[src/rtl/idexe_pkg.sv]
// Shared types and constants for the ID->EX pipeline register.
// Optional load-use stall is enabled by defining IDEXE_LOADUSE_STALL_EN.
package idexe_pkg;

  localparam int unsigned DefXlen  = 32;
  localparam int unsigned DefRegAw = 5;
  localparam int unsigned DefAlucW = 4;

  // ALU operation encodings driven on aluc
  localparam logic [DefAlucW-1:0] ALUC_ADD = 4'b0000;
  localparam logic [DefAlucW-1:0] ALUC_AND = 4'b0001;
  localparam logic [DefAlucW-1:0] ALUC_XOR = 4'b0010;
  localparam logic [DefAlucW-1:0] ALUC_SLL = 4'b0011;
  localparam logic [DefAlucW-1:0] ALUC_SUB = 4'b0100;
  localparam logic [DefAlucW-1:0] ALUC_OR  = 4'b0101;
  localparam logic [DefAlucW-1:0] ALUC_LUI = 4'b0110;
  localparam logic [DefAlucW-1:0] ALUC_SRL = 4'b0111;
  localparam logic [DefAlucW-1:0] ALUC_SRA = 4'b1111;

  typedef struct packed {
    logic                wreg;
    logic                m2reg;
    logic                wmem;
    logic                aluimm;
    logic [DefAlucW-1:0] aluc;
  } idexe_ctrl_t;

  // A load writes its destination from memory, so m2reg marks it.
  function automatic logic is_load(input logic m2reg, input logic wreg);
    return m2reg & wreg;
  endfunction

endpackage

[src/rtl/idexe_hazard_detect.sv]
// Load-use hazard compare between the EX-stage entry and the instruction in ID.
module idexe_hazard_detect
  import idexe_pkg::*;
#(
  parameter int unsigned REG_AW = DefRegAw
) (
  input  logic              ex_valid_i,
  input  logic              ex_m2reg_i,
  input  logic [REG_AW-1:0] ex_dest_i,
  input  logic [REG_AW-1:0] id_rs_i,
  input  logic [REG_AW-1:0] id_rt_i,
  input  logic              id_uses_rt_i,
  output logic              hazard_o
);

  logic dest_nz;
  logic rs_hit;
  logic rt_hit;

  // $0 is never written, so a load into it cannot create a dependency.
  assign dest_nz  = |ex_dest_i;
  assign rs_hit   = (ex_dest_i == id_rs_i);
  assign rt_hit   = id_uses_rt_i && (ex_dest_i == id_rt_i);
  assign hazard_o = ex_valid_i && ex_m2reg_i && dest_nz && (rs_hit || rt_hit);

endmodule

[src/rtl/idexe_stage_reg.sv]
// ID->EX pipeline register with valid/ready handshake, two-entry skid buffer and flush.
// Define IDEXE_LOADUSE_STALL_EN to insert one bubble behind each dependent load.
module idexe_stage_reg
  import idexe_pkg::*;
#(
  parameter int unsigned XLEN   = DefXlen,
  parameter int unsigned REG_AW = DefRegAw,
  parameter int unsigned ALUC_W = DefAlucW
) (
  input  logic              clock,
  input  logic              resetn,
  input  logic              flush,
  input  logic              in_valid,
  output logic              in_ready,
  input  logic              in_wreg,
  input  logic              in_m2reg,
  input  logic              in_wmem,
  input  logic              in_aluimm,
  input  logic [ALUC_W-1:0] in_aluc,
  input  logic [REG_AW-1:0] in_dest,
  input  logic [REG_AW-1:0] in_rs,
  input  logic [REG_AW-1:0] in_rt,
  input  logic              in_uses_rt,
  input  logic [XLEN-1:0]   in_qa,
  input  logic [XLEN-1:0]   in_qb,
  input  logic [XLEN-1:0]   in_imm32,
  output logic              out_valid,
  input  logic              out_ready,
  output logic              ewreg,
  output logic              em2reg,
  output logic              ewmem,
  output logic              ealuimm,
  output logic [ALUC_W-1:0] ealuc,
  output logic [REG_AW-1:0] edest,
  output logic [XLEN-1:0]   eqa,
  output logic [XLEN-1:0]   eqb,
  output logic [XLEN-1:0]   eimm32
);

  typedef struct packed {
    logic              wreg;
    logic              m2reg;
    logic              wmem;
    logic              aluimm;
    logic [ALUC_W-1:0] aluc;
    logic [REG_AW-1:0] dest;
    logic [XLEN-1:0]   qa;
    logic [XLEN-1:0]   qb;
    logic [XLEN-1:0]   imm;
  } payload_t;

  payload_t in_pl;
  payload_t main_q, main_d;
  payload_t skid_q, skid_d;
  logic     main_v_q, main_v_d;
  logic     skid_v_q, skid_v_d;

  logic hazard;
  logic accept;
  logic consume;
  logic main_free;

  assign in_pl = '{
    wreg:   in_wreg,
    m2reg:  in_m2reg,
    wmem:   in_wmem,
    aluimm: in_aluimm,
    aluc:   in_aluc,
    dest:   in_dest,
    qa:     in_qa,
    qb:     in_qb,
    imm:    in_imm32
  };

`ifdef IDEXE_LOADUSE_STALL_EN
  idexe_hazard_detect #(
    .REG_AW(REG_AW)
  ) u_hazard_detect (
    .ex_valid_i  (main_v_q),
    .ex_m2reg_i  (main_q.m2reg),
    .ex_dest_i   (main_q.dest),
    .id_rs_i     (in_rs),
    .id_rt_i     (in_rt),
    .id_uses_rt_i(in_uses_rt),
    .hazard_o    (hazard)
  );
`else
  logic unused_srcs;

  assign hazard      = 1'b0;
  assign unused_srcs = ^{in_rs, in_rt, in_uses_rt};
`endif

  assign in_ready  = !skid_v_q && !hazard;
  assign accept    = in_valid && in_ready;
  assign consume   = main_v_q && out_ready;
  assign main_free = !main_v_q || consume;

  always_comb begin
    main_d   = main_q;
    skid_d   = skid_q;
    main_v_d = main_v_q;
    skid_v_d = skid_v_q;
    if (flush) begin
      // Squash wins over accept; payload is left untouched so data fields hold.
      main_v_d = 1'b0;
      skid_v_d = 1'b0;
    end else if (skid_v_q) begin
      if (consume) begin
        main_d   = skid_q;
        skid_v_d = 1'b0;
      end
    end else if (accept) begin
      if (main_free) begin
        main_d   = in_pl;
        main_v_d = 1'b1;
      end else begin
        skid_d   = in_pl;
        skid_v_d = 1'b1;
      end
    end else if (consume) begin
      main_v_d = 1'b0;
    end
  end

  always_ff @(posedge clock or negedge resetn) begin
    if (!resetn) begin
      main_q   <= '0;
      skid_q   <= '0;
      main_v_q <= 1'b0;
      skid_v_q <= 1'b0;
    end else begin
      main_q   <= main_d;
      skid_q   <= skid_d;
      main_v_q <= main_v_d;
      skid_v_q <= skid_v_d;
    end
  end

  // Side-effecting controls are gated so a bubble never writes state downstream.
  assign out_valid = main_v_q;
  assign ewreg     = main_v_q & main_q.wreg;
  assign em2reg    = main_v_q & main_q.m2reg;
  assign ewmem     = main_v_q & main_q.wmem;
  assign ealuimm   = main_q.aluimm;
  assign ealuc     = main_q.aluc;
  assign edest     = main_q.dest;
  assign eqa       = main_q.qa;
  assign eqb       = main_q.qb;
  assign eimm32    = main_q.imm;

  // Skid only ever fills behind an occupied main register.
  a_no_skid_without_main: assert property (
    @(posedge clock) disable iff (!resetn) !(skid_v_q && !main_v_q)
  );

endmodule

[config.mk]
export PLATFORM = sky130hd
export DESIGN_NAME = idexe_stage_reg
export DESIGN_NICKNAME = d
export VERILOG_FILES = /design/src/rtl/idexe_pkg.sv /design/src/rtl/idexe_hazard_detect.sv /design/src/rtl/idexe_stage_reg.sv
export SDC_FILE = /design/constraint.sdc
export NUM_CORES = 1
export LEC_CHECK = 0
export BUFFER_PORTS_ARGS = -buffer_cell sky130_fd_sc_hd__buf_2
export CAP_MARGIN = 10
export CORE_MARGIN = 8
export CORE_UTILIZATION = 54
export DETAILED_ROUTE_END_ITERATION = 6
export PLACE_DENSITY_LB_ADDON = 0.1
export RECOVER_POWER = 50
export SLEW_MARGIN = 20
export SYNTH_ARGS = -nofsm -noshare
export SYNTH_HDL_FRONTEND = slang
export SYNTH_SLANG_ARGS = --single-unit
[constraint.sdc]
create_clock -name clock -period 2.5 [get_ports clock]
set_input_delay 0.625 -clock clock [delete_from_list [all_inputs] [get_ports clock]]
set_output_delay 0.625 -clock clock [all_outputs]
set_load 0.02 [all_outputs]
After elaboration in Yosys (flattened, before gate mapping)

Index checks and enable logic that the tools add are counted.

Equality and inequality tests: 3
Mux-type cells: 14
Bitwise operators: 6
Reduce and logical (&&, ||, !) cells: 11

Operators with widths:

| operator           | count |
|---|---|
| $mux 109           | 4 |
| $mux 1             | 10 |
| $reduce_and 4->1   | 2 |
| $reduce_bool 2->1  | 2 |
| $and 1x1->1        | 3 |
| $ne 3x2->1 const B | 1 |
| $not 1->1          | 3 |
| $reduce_and 3->1   | 1 |
| $reduce_bool 3->1  | 1 |
| $logic_and 1x1->1  | 2 |
| $logic_not 1->1    | 2 |
| $ne 2x1->1 const B | 1 |
| $ne 2x2->1 const B | 1 |
| $logic_or 1x1->1   | 1 |

Bits in registers: 220
Output and inout port bits: 111
Word-level logic and storage cells: 54

Logic depth before layout (Yosys ltp)

Gate-level depths: netlist of the first run.

Depth in word-level cells: 6
Mapped depth: 7

Least setup slack after synthesis of the first run

No wires, ideal clock.

Path kind: input port to flip-flop
From: in in_valid
To: reg skid_q[101] (netlist bit)
Setup time: 0.127 ns
Data arrival time: 1.670 ns
Data required time: 2.373 ns
Setup slack: 0.703 ns
Cell stages on the path: 6
Path buffers: 3
Cells stage by stage: nand2b_4 > nor4b_2 > buf_4 > buf_6 > buf_8 > mux2_1

Word-level cells in the longest chain between the ends: 2

Ends and longest elaborated chain:

| item                       | line                   | RTL |
|---|---|---|
| start, declared            | idexe_stage_reg.sv:13  | `input logic in_valid,` |
| $logic_and 1x1->1          | idexe_stage_reg.sv:95  | `assign accept = in_valid && in_ready;` |
| $reduce_and 4->1 (no line) | -                      |  |
| end signal, assigned       | idexe_stage_reg.sv:134 | `skid_q <= skid_d;` |
| end, declared              | idexe_stage_reg.sv:54  | `payload_t skid_q, skid_d;` |

No other way between the ends.
A chain may end at the register's enable or synchronous reset.

Final worst setup path of the first run

From: reg skid_v_q
To: out in_ready

Word-level cells in the longest chain between the ends: 1

Ends and longest elaborated chain:

| item                   | line                   | RTL |
|---|---|---|
| start, declared        | idexe_stage_reg.sv:56  | `logic skid_v_q, skid_v_d;` |
| start signal, assigned | idexe_stage_reg.sv:136 | `skid_v_q <= skid_v_d;` |
| $logic_not 1->1        | idexe_stage_reg.sv:94  | `assign in_ready = !skid_v_q && !hazard;` |
| end, declared          | idexe_stage_reg.sv:14  | `output logic in_ready,` |

No other way between the ends.

==> flow_summary.yaml, run 1 <==
sta:
  hold_ws_ns: 0.3527
  final.min_clock_period_ns: 2.277
  worstMarginPinSlew_ns: 1.697
  relSlewSlack_pct: -13.11
  tns_ns: 0
  maxSlewViolCount: 65
  finClkSkew_ns: 0.008169
  fmax_ghz: 0.4392
  finalHoldViolCount: 0
  finalSetupViolations: 0
  rsz0062_at_grt: "false"
  min_period_over_period_pct: 91.08
global_route:
  grtUsageMet3_pct: 6.074
  grt_pass1_wl_mm: 33.90
  gr-usage-all-layers_pct: 17.47
  grt_pass1_vias: 6380
  grt_start_max_net_pins: 113
  use_met1_pct: 21.24
  antenna_found_initial: 5
  met2_usage_pct: 28.56
  grt-ovfl-total: 0
  busiest_layer: "met2"
worst_setup_path:
  worstPathArrival_ns: 1.65
  start_kind: "flop"
  r2r_cells: 4
  r2r_end: "skid_q[12]$_DFFE_PN0P_"
  critPathKind: "flop to primary output"
  required_ns: 1.88
  regToRegSetupSlack_ns: 0.53
  worstPathMaxFanout: 112
  reg2reg_from: "skid_v_q$_DFF_PN0_"
  cp-end-kind: "primary output"
routing:
  drt_iter0_markers: 112
  antenna_left: 0
  wl_per_cell_um: 19.32
  firstDrtPassIters: 4
  vias_per_cell: 5.326
  totalWireLength_mm: 20.71
  num_vias: 5710
  route.detailed.drc: 0
cts:
  cts_buffers: 24
  hold_buffers: 0
  cts_setup_buffers: 0
  clk_pin_slew_ns: 0.06
  clock_sinks: 220
  cts_root_buffer: "clkbuf_16"
  h-tree-depth: 1
  clock_path_buffers: 3
  ctsResizeCount: 0
  cts_tree: "yes"
  worstSkewPairLatency_ns: 0.50
floorplanning:
  core_area_mm2: 0.01877
  pin_count: 236
  dieWidth_um: 154.3
  start_util_pct: 55.05
  die_area_mm2: 0.02381
  die_y_um: 154.3
  num_rows: 50
synthesis:
  synth_edf_count: 0
  synth_fp_nets: 827
  ys_seq_area_share_pct: 53.29
  synth_area_mm2: 0.01033
  async_flop_share_pct: 100.0
  ys.flop_type: "dfrtp_1"
  synth_area_per_cell_um2: 14.72
  yosys_register_bits: 220
  ys_warn_count: 0
  synth_cells: 702
  yosysUniqueCellTypes: 17
flow_run:
  drv_cap: 1
power_and_ir_drop:
  p_leak_nw: 5.178
  powerDensity_mw_per_mm2: 936.5
  pwr-share-comb_pct: 22.0
  p_int_mw: 7.891
  ir_drop_mv: 0.8775
  switching_power_mw: 3.009
  total_power_mw: 10.90
  switching_share_pct: 27.61
  seq_power_share_pct: 45.1
  pwr-share-clk_pct: 32.9
placed_design:
  place_congestion: 0.7341
  placed_area_mm2: 0.01093
  dpl.hpwl_mm: 13.98
  io_buffers: 224
status:
  status: "complete, but fails checks"
  violations: "capacitance limit, slew limit"
min_path:
  hold_path_class: "input pin to flop"
  hold_depth: 2
  min_from: "in_dest[2]"
  min_to: "skid_q[98]$_DFFE_PN0P_"
layout:
  layout_common_cells: "mux2_2, dfrtp_1, buf_2"
  final_common_cell: "mux2_2"
  final_cell_area_mm2: 0.01164
  syn2layout_area_growth_pct: 12.67
  final_layout_size_suffix_gt1_share_pct: 63.16
  final_nets: 948
## cell families (layout without fill, tap and decap cells)
family / Yosys count / after routing / share of synthesized area (%)
other cells: 0 / 2 / 0
simple gates: 6 / 6 / 0.4965
mux: 327 / 327 / 35.64
buf+inv: 144 / 278 / 10.21
flops: 220 / 220 / 53.29
compound gates: 5 / 5 / 0.3633
## worst max-delay path by stage
stage                       start                 endpoint  slack (ns)  depth (start not counted)
4_1_cts        skid_v_q$_DFF_PN0_                 in_ready        0.10                          3
3_5_place_dp             in_valid   skid_q[84]$_DFFE_PN0P_        0.36                          5
6_report       skid_v_q$_DFF_PN0_                 in_ready        0.22                          3
5_1_grt        skid_v_q$_DFF_PN0_                 in_ready        0.03                          3
3_3_place_gp             in_valid    skid_q[7]$_DFFE_PN0P_        0.41                          5
2_1_floorplan            in_valid  skid_q[101]$_DFFE_PN0P_        0.70                          6
## registers in the layout (all words and copies together), names as in the netlist
signal     flops
skid_q       109
eimm32        32
eqa           32
eqb           32
edest          5
ealuc          4
main_q         3
ealuimm        1
out_valid      1
skid_v_q       1
## per-layer routing
metal  routed length (µm)  vias to the layer above
met3                 1667                       46
met2                 9818                      169
met5                   39                        -
li1                     -                     2614
met1                 8582                     2875
met4                  605                        6
## area by class of cell
type                    count  area, µm²
multi-input cells         338       3791
diodes                      2      5.005
flip-flops and latches    220       5509
clock buffers              34      709.4
inverters                   2      7.507
well taps                 234      292.8
clock inverters             5      100.1
repair buffers            237       1225
fillers                  1484       7128
## through the flow
step	setup slack [ns]	cells	utilization, %
floorplan	0.7028	702	-
global placement	0.4057	1031	58.23
detailed placement	0.3561	1031	58.23
CTS	0.1000	1070	62.54
global route	0.02772	1072	62.02
finish	0.2230	1072	62.02
## synthesized netlist by cell type (all sizes together) (2+ instances only)
library cell / count / share of area, %
and2: 3 / 0.18
inv: 2 / 0.073
clkbuf: 4 / 0.15
buf: 138 / 10
a21oi: 2 / 0.097
mux2: 327 / 36
dfrtp: 220 / 53
## critical path: stages, from the launching register on
cell     delay, ns
dfrtp_4       0.43
buf_12        0.39
inv_1         0.09
buf_2         0.18
## power by group through the flow
stage	Clock (mW)	Sequential, mW	Combinational [mW]
after detailed placement	0	4.97	2.51
after global routing	3.83	5.05	2.60
final	3.59	4.92	2.40
after global placement	0	4.90	2.42
after floorplan	0	4.84	2.26
after CTS	3.68	4.91	2.51
Note: power is estimated with default switching activity, not from simulation.
==> run 2: changes to the inputs <==
--- a/config.mk
+++ b/config.mk
@@ -8,7 +8,7 @@
 export BUFFER_PORTS_ARGS = -buffer_cell sky130_fd_sc_hd__buf_2
 export CAP_MARGIN = 10
 export CORE_MARGIN = 8
-export CORE_UTILIZATION = 54
+export CORE_UTILIZATION = 49
 export DETAILED_ROUTE_END_ITERATION = 6
 export PLACE_DENSITY_LB_ADDON = 0.1
 export RECOVER_POWER = 50
==> constraint.sdc (replaced) <==
create_clock -name clock -period 2.05 [get_ports clock]
set_input_delay 0.1025 -clock clock [delete_from_list [all_inputs] [get_ports clock]]
set_output_delay 0.1025 -clock clock [all_outputs]
set_load 0.02 [all_outputs]
==> flow_summary.yaml, run 2 (synthesized netlist as in run 1, its figures left out) <==
cts:
  cts_tree: "yes"
  clock_path_buffers: 3
  cts_root_buffer: "clkbuf_16"
  clk_pin_slew_ns: 0.06
  cts_setup_buffers: 0
  cts_buffers: 24
  clock_sinks: 220
  worstSkewPairLatency_ns: 0.50
  h-tree-depth: 1
routing:
  wl_per_cell_um: 18.27
  vias_per_cell: 5.013
  totalWireLength_mm: 22.49
  antenna_left: 0
  num_vias: 6171
  route.detailed.drc: 0
  firstDrtPassIters: 4
  drt_iter0_markers: 241
sta:
  finalHoldViolCount: 0
  fmax_ghz: 0.5108
  worstMarginPinSlew_ns: 1.359
  maxSlewViolCount: 0
  tns_ns: 0
  finClkSkew_ns: 0.01083
  fin_ws_ns: 0.09218
  relSlewSlack_pct: 9.386
  min_period_over_period_pct: 95.50
  rsz0062_at_grt: "false"
  final.min_clock_period_ns: 1.958
  finalSetupViolations: 0
global_route:
  grt_pass1_wl_mm: 37.36
  grt_pass1_vias: 7144
  antenna_found_initial: 1
  gr-usage-all-layers_pct: 17.33
  grt_start_max_net_pins: 113
  grtUsageMet3_pct: 4.912
  grt-ovfl-total: 0
  use_met1_pct: 21.12
  busiest_layer: "met2"
  met2_usage_pct: 29.97
worst_setup_path:
  max_stage_delay_ns: 0.50
  worstPathMaxFanout: 65
  cp.depth: 4
  cp-end-kind: "flop"
  critPathKind: "flop to flop"
  regToRegSetupSlack_ns: 0.09
  startpoint: "skid_v_q$_DFF_PN0_"
  cp-endpoint: "skid_q[35]$_DFFE_PN0P_"
  r2r_end: "skid_q[35]$_DFFE_PN0P_"
  critical-path-top-delay-family: "simple AND/OR/NAND/NOR gates"
  worstPathCellList: "nand2b_4, nor4b_4, buf_12, mux2_2"
  required_ns: 2.43
  cpMaxStageDelayCell: "dfrtp_4"
  worstPathArrival_ns: 2.34
  r2r_cells: 4
  start_kind: "flop"
  reg2reg_from: "skid_v_q$_DFF_PN0_"
  cp_num_buf_inv: 1
layout:
  layout_common_cells: "mux2_2, dfrtp_1, buf_2"
  antenna_cells: 0
  final_layout_size_suffix_gt1_share_pct: 55.86
  final_common_cell: "mux2_2"
  largest_reg_flops: 109
  top_register: "skid_q"
  nFillCells: 1686
  final_util_pct: 61.68
  final_nets: 1063
  syn2layout_area_growth_pct: 24.72
placed_design:
  dpl.hpwl_mm: 14.70
  io_buffers: 224
  pre_cts_slack_ns: 0.1196
  place_congestion: 0.7358
floorplanning:
  pin_count: 236
  die_y_um: 161.2
  start_util_pct: 49.46
  num_rows: 53
  die_area_mm2: 0.02599
  dieWidth_um: 161.2
  core_area_mm2: 0.02089
power_and_ir_drop:
  ir_drop_mv: 1.097
  powerDensity_mw_per_mm2: 1044
  p_leak_nw: 5.688
status:
  status: "completed"
min_path:
  hold_path_class: "input pin to flop"
flow_run:
  drv_cap: 0
-- run 2: changes by cell type in the layout (fill, tap and decap cells not counted), moves of 2 or more --
cell / before / now
dlygate4sd3_1: 0 / 114
diode_2: 2 / 0
buf_2: 170 / 168
clkbuf_2: 4 / 1
bufinv_16: 3 / 1
clkinv_2: 2 / 6
buf_4: 0 / 3
clkbuf_8: 5 / 8
-- run 2: power by group --
group | internal, mW | switching (mW)
registers | 5.46 | 0.563
clock network | 2.64 | 1.67
logic | 1.56 | 1.56
-- run 2: timing repair --
action | in CTS | in global routing
gates resized for setup | 0 | 1
endpoints found under the setup margin | 0 | 2
endpoints found under the hold margin | 413 | 0
hold buffers | 114 | 0
-- run 2: how the worst min path moves through the flow --
| stage | startpoint | endpoint | slack [ns] | cells after the start |
|---|---|---|---|---|
| detailed placement | resetn | eqa[13]$_DFFE_PN0P_ | 0.1 | 1 |
| floorplan | resetn | ealuc[0]$_DFFE_PN0P_ | -0.19 | 0 |
| global route | in_valid | skid_q[62]$_DFFE_PN0P_ | 0.29 | 5 |
| global placement | resetn | eqa[13]$_DFFE_PN0P_ | 0.09 | 1 |
| finish | in_valid | eqb[21]$_DFFE_PN0P_ | 0.29 | 5 |
| CTS | resetn | skid_v_q$_DFF_PN0_ | 0.14 | 2 |
-- run 2: layout make-up --
class | count | area (µm²) | share of cell area, %
Clock inverter | 7 | 60.06 | 0.4661
Sequential cell | 220 | 5509 | 42.76
Timing Repair Buffer | 352 | 2422 | 18.80
Clock buffer | 37 | 750.7 | 5.826
Inverter | 2 | 7.507 | 0.05826
Tap cell | 275 | 344.1 | 2.670
Multi-Input combinational cell | 338 | 3791 | 29.42
-- run 2: per-layer routing --
metal	wire [µm]	part of all wire, %	up-vias
li1	-	-	2824
met1	9406	42	3153
met2	11240	50	159
met3	1439	6.4	33
met4	392	1.7	2
met5	13	0.058	-
-- run 2: per-stage QoR --
| step | instance area, µm² | power (mW) | hold slack (ns) | std cells |
|---|---|---|---|---|
| after floorplan | 10330 | 8.650 | -0.1931 | 702 |
| after global placement | 11010 | 8.953 | 0.08976 | 1073 |
| after detailed placement | 11010 | 9.154 | 0.09727 | 1073 |
| after CTS | 12960 | 13.73 | 0.1369 | 1231 |
| after global routing | 12880 | 14.18 | 0.2914 | 1231 |
| final | 12880 | 13.45 | 0.2933 | 1231 |
-- run 2: worst register-to-register path: stages, from the launching register on --
cell and delay (ns):
dfrtp_4 0.50, nand2b_4 0.18, nor4b_4 0.33, buf_12 0.39, mux2_2 0.44
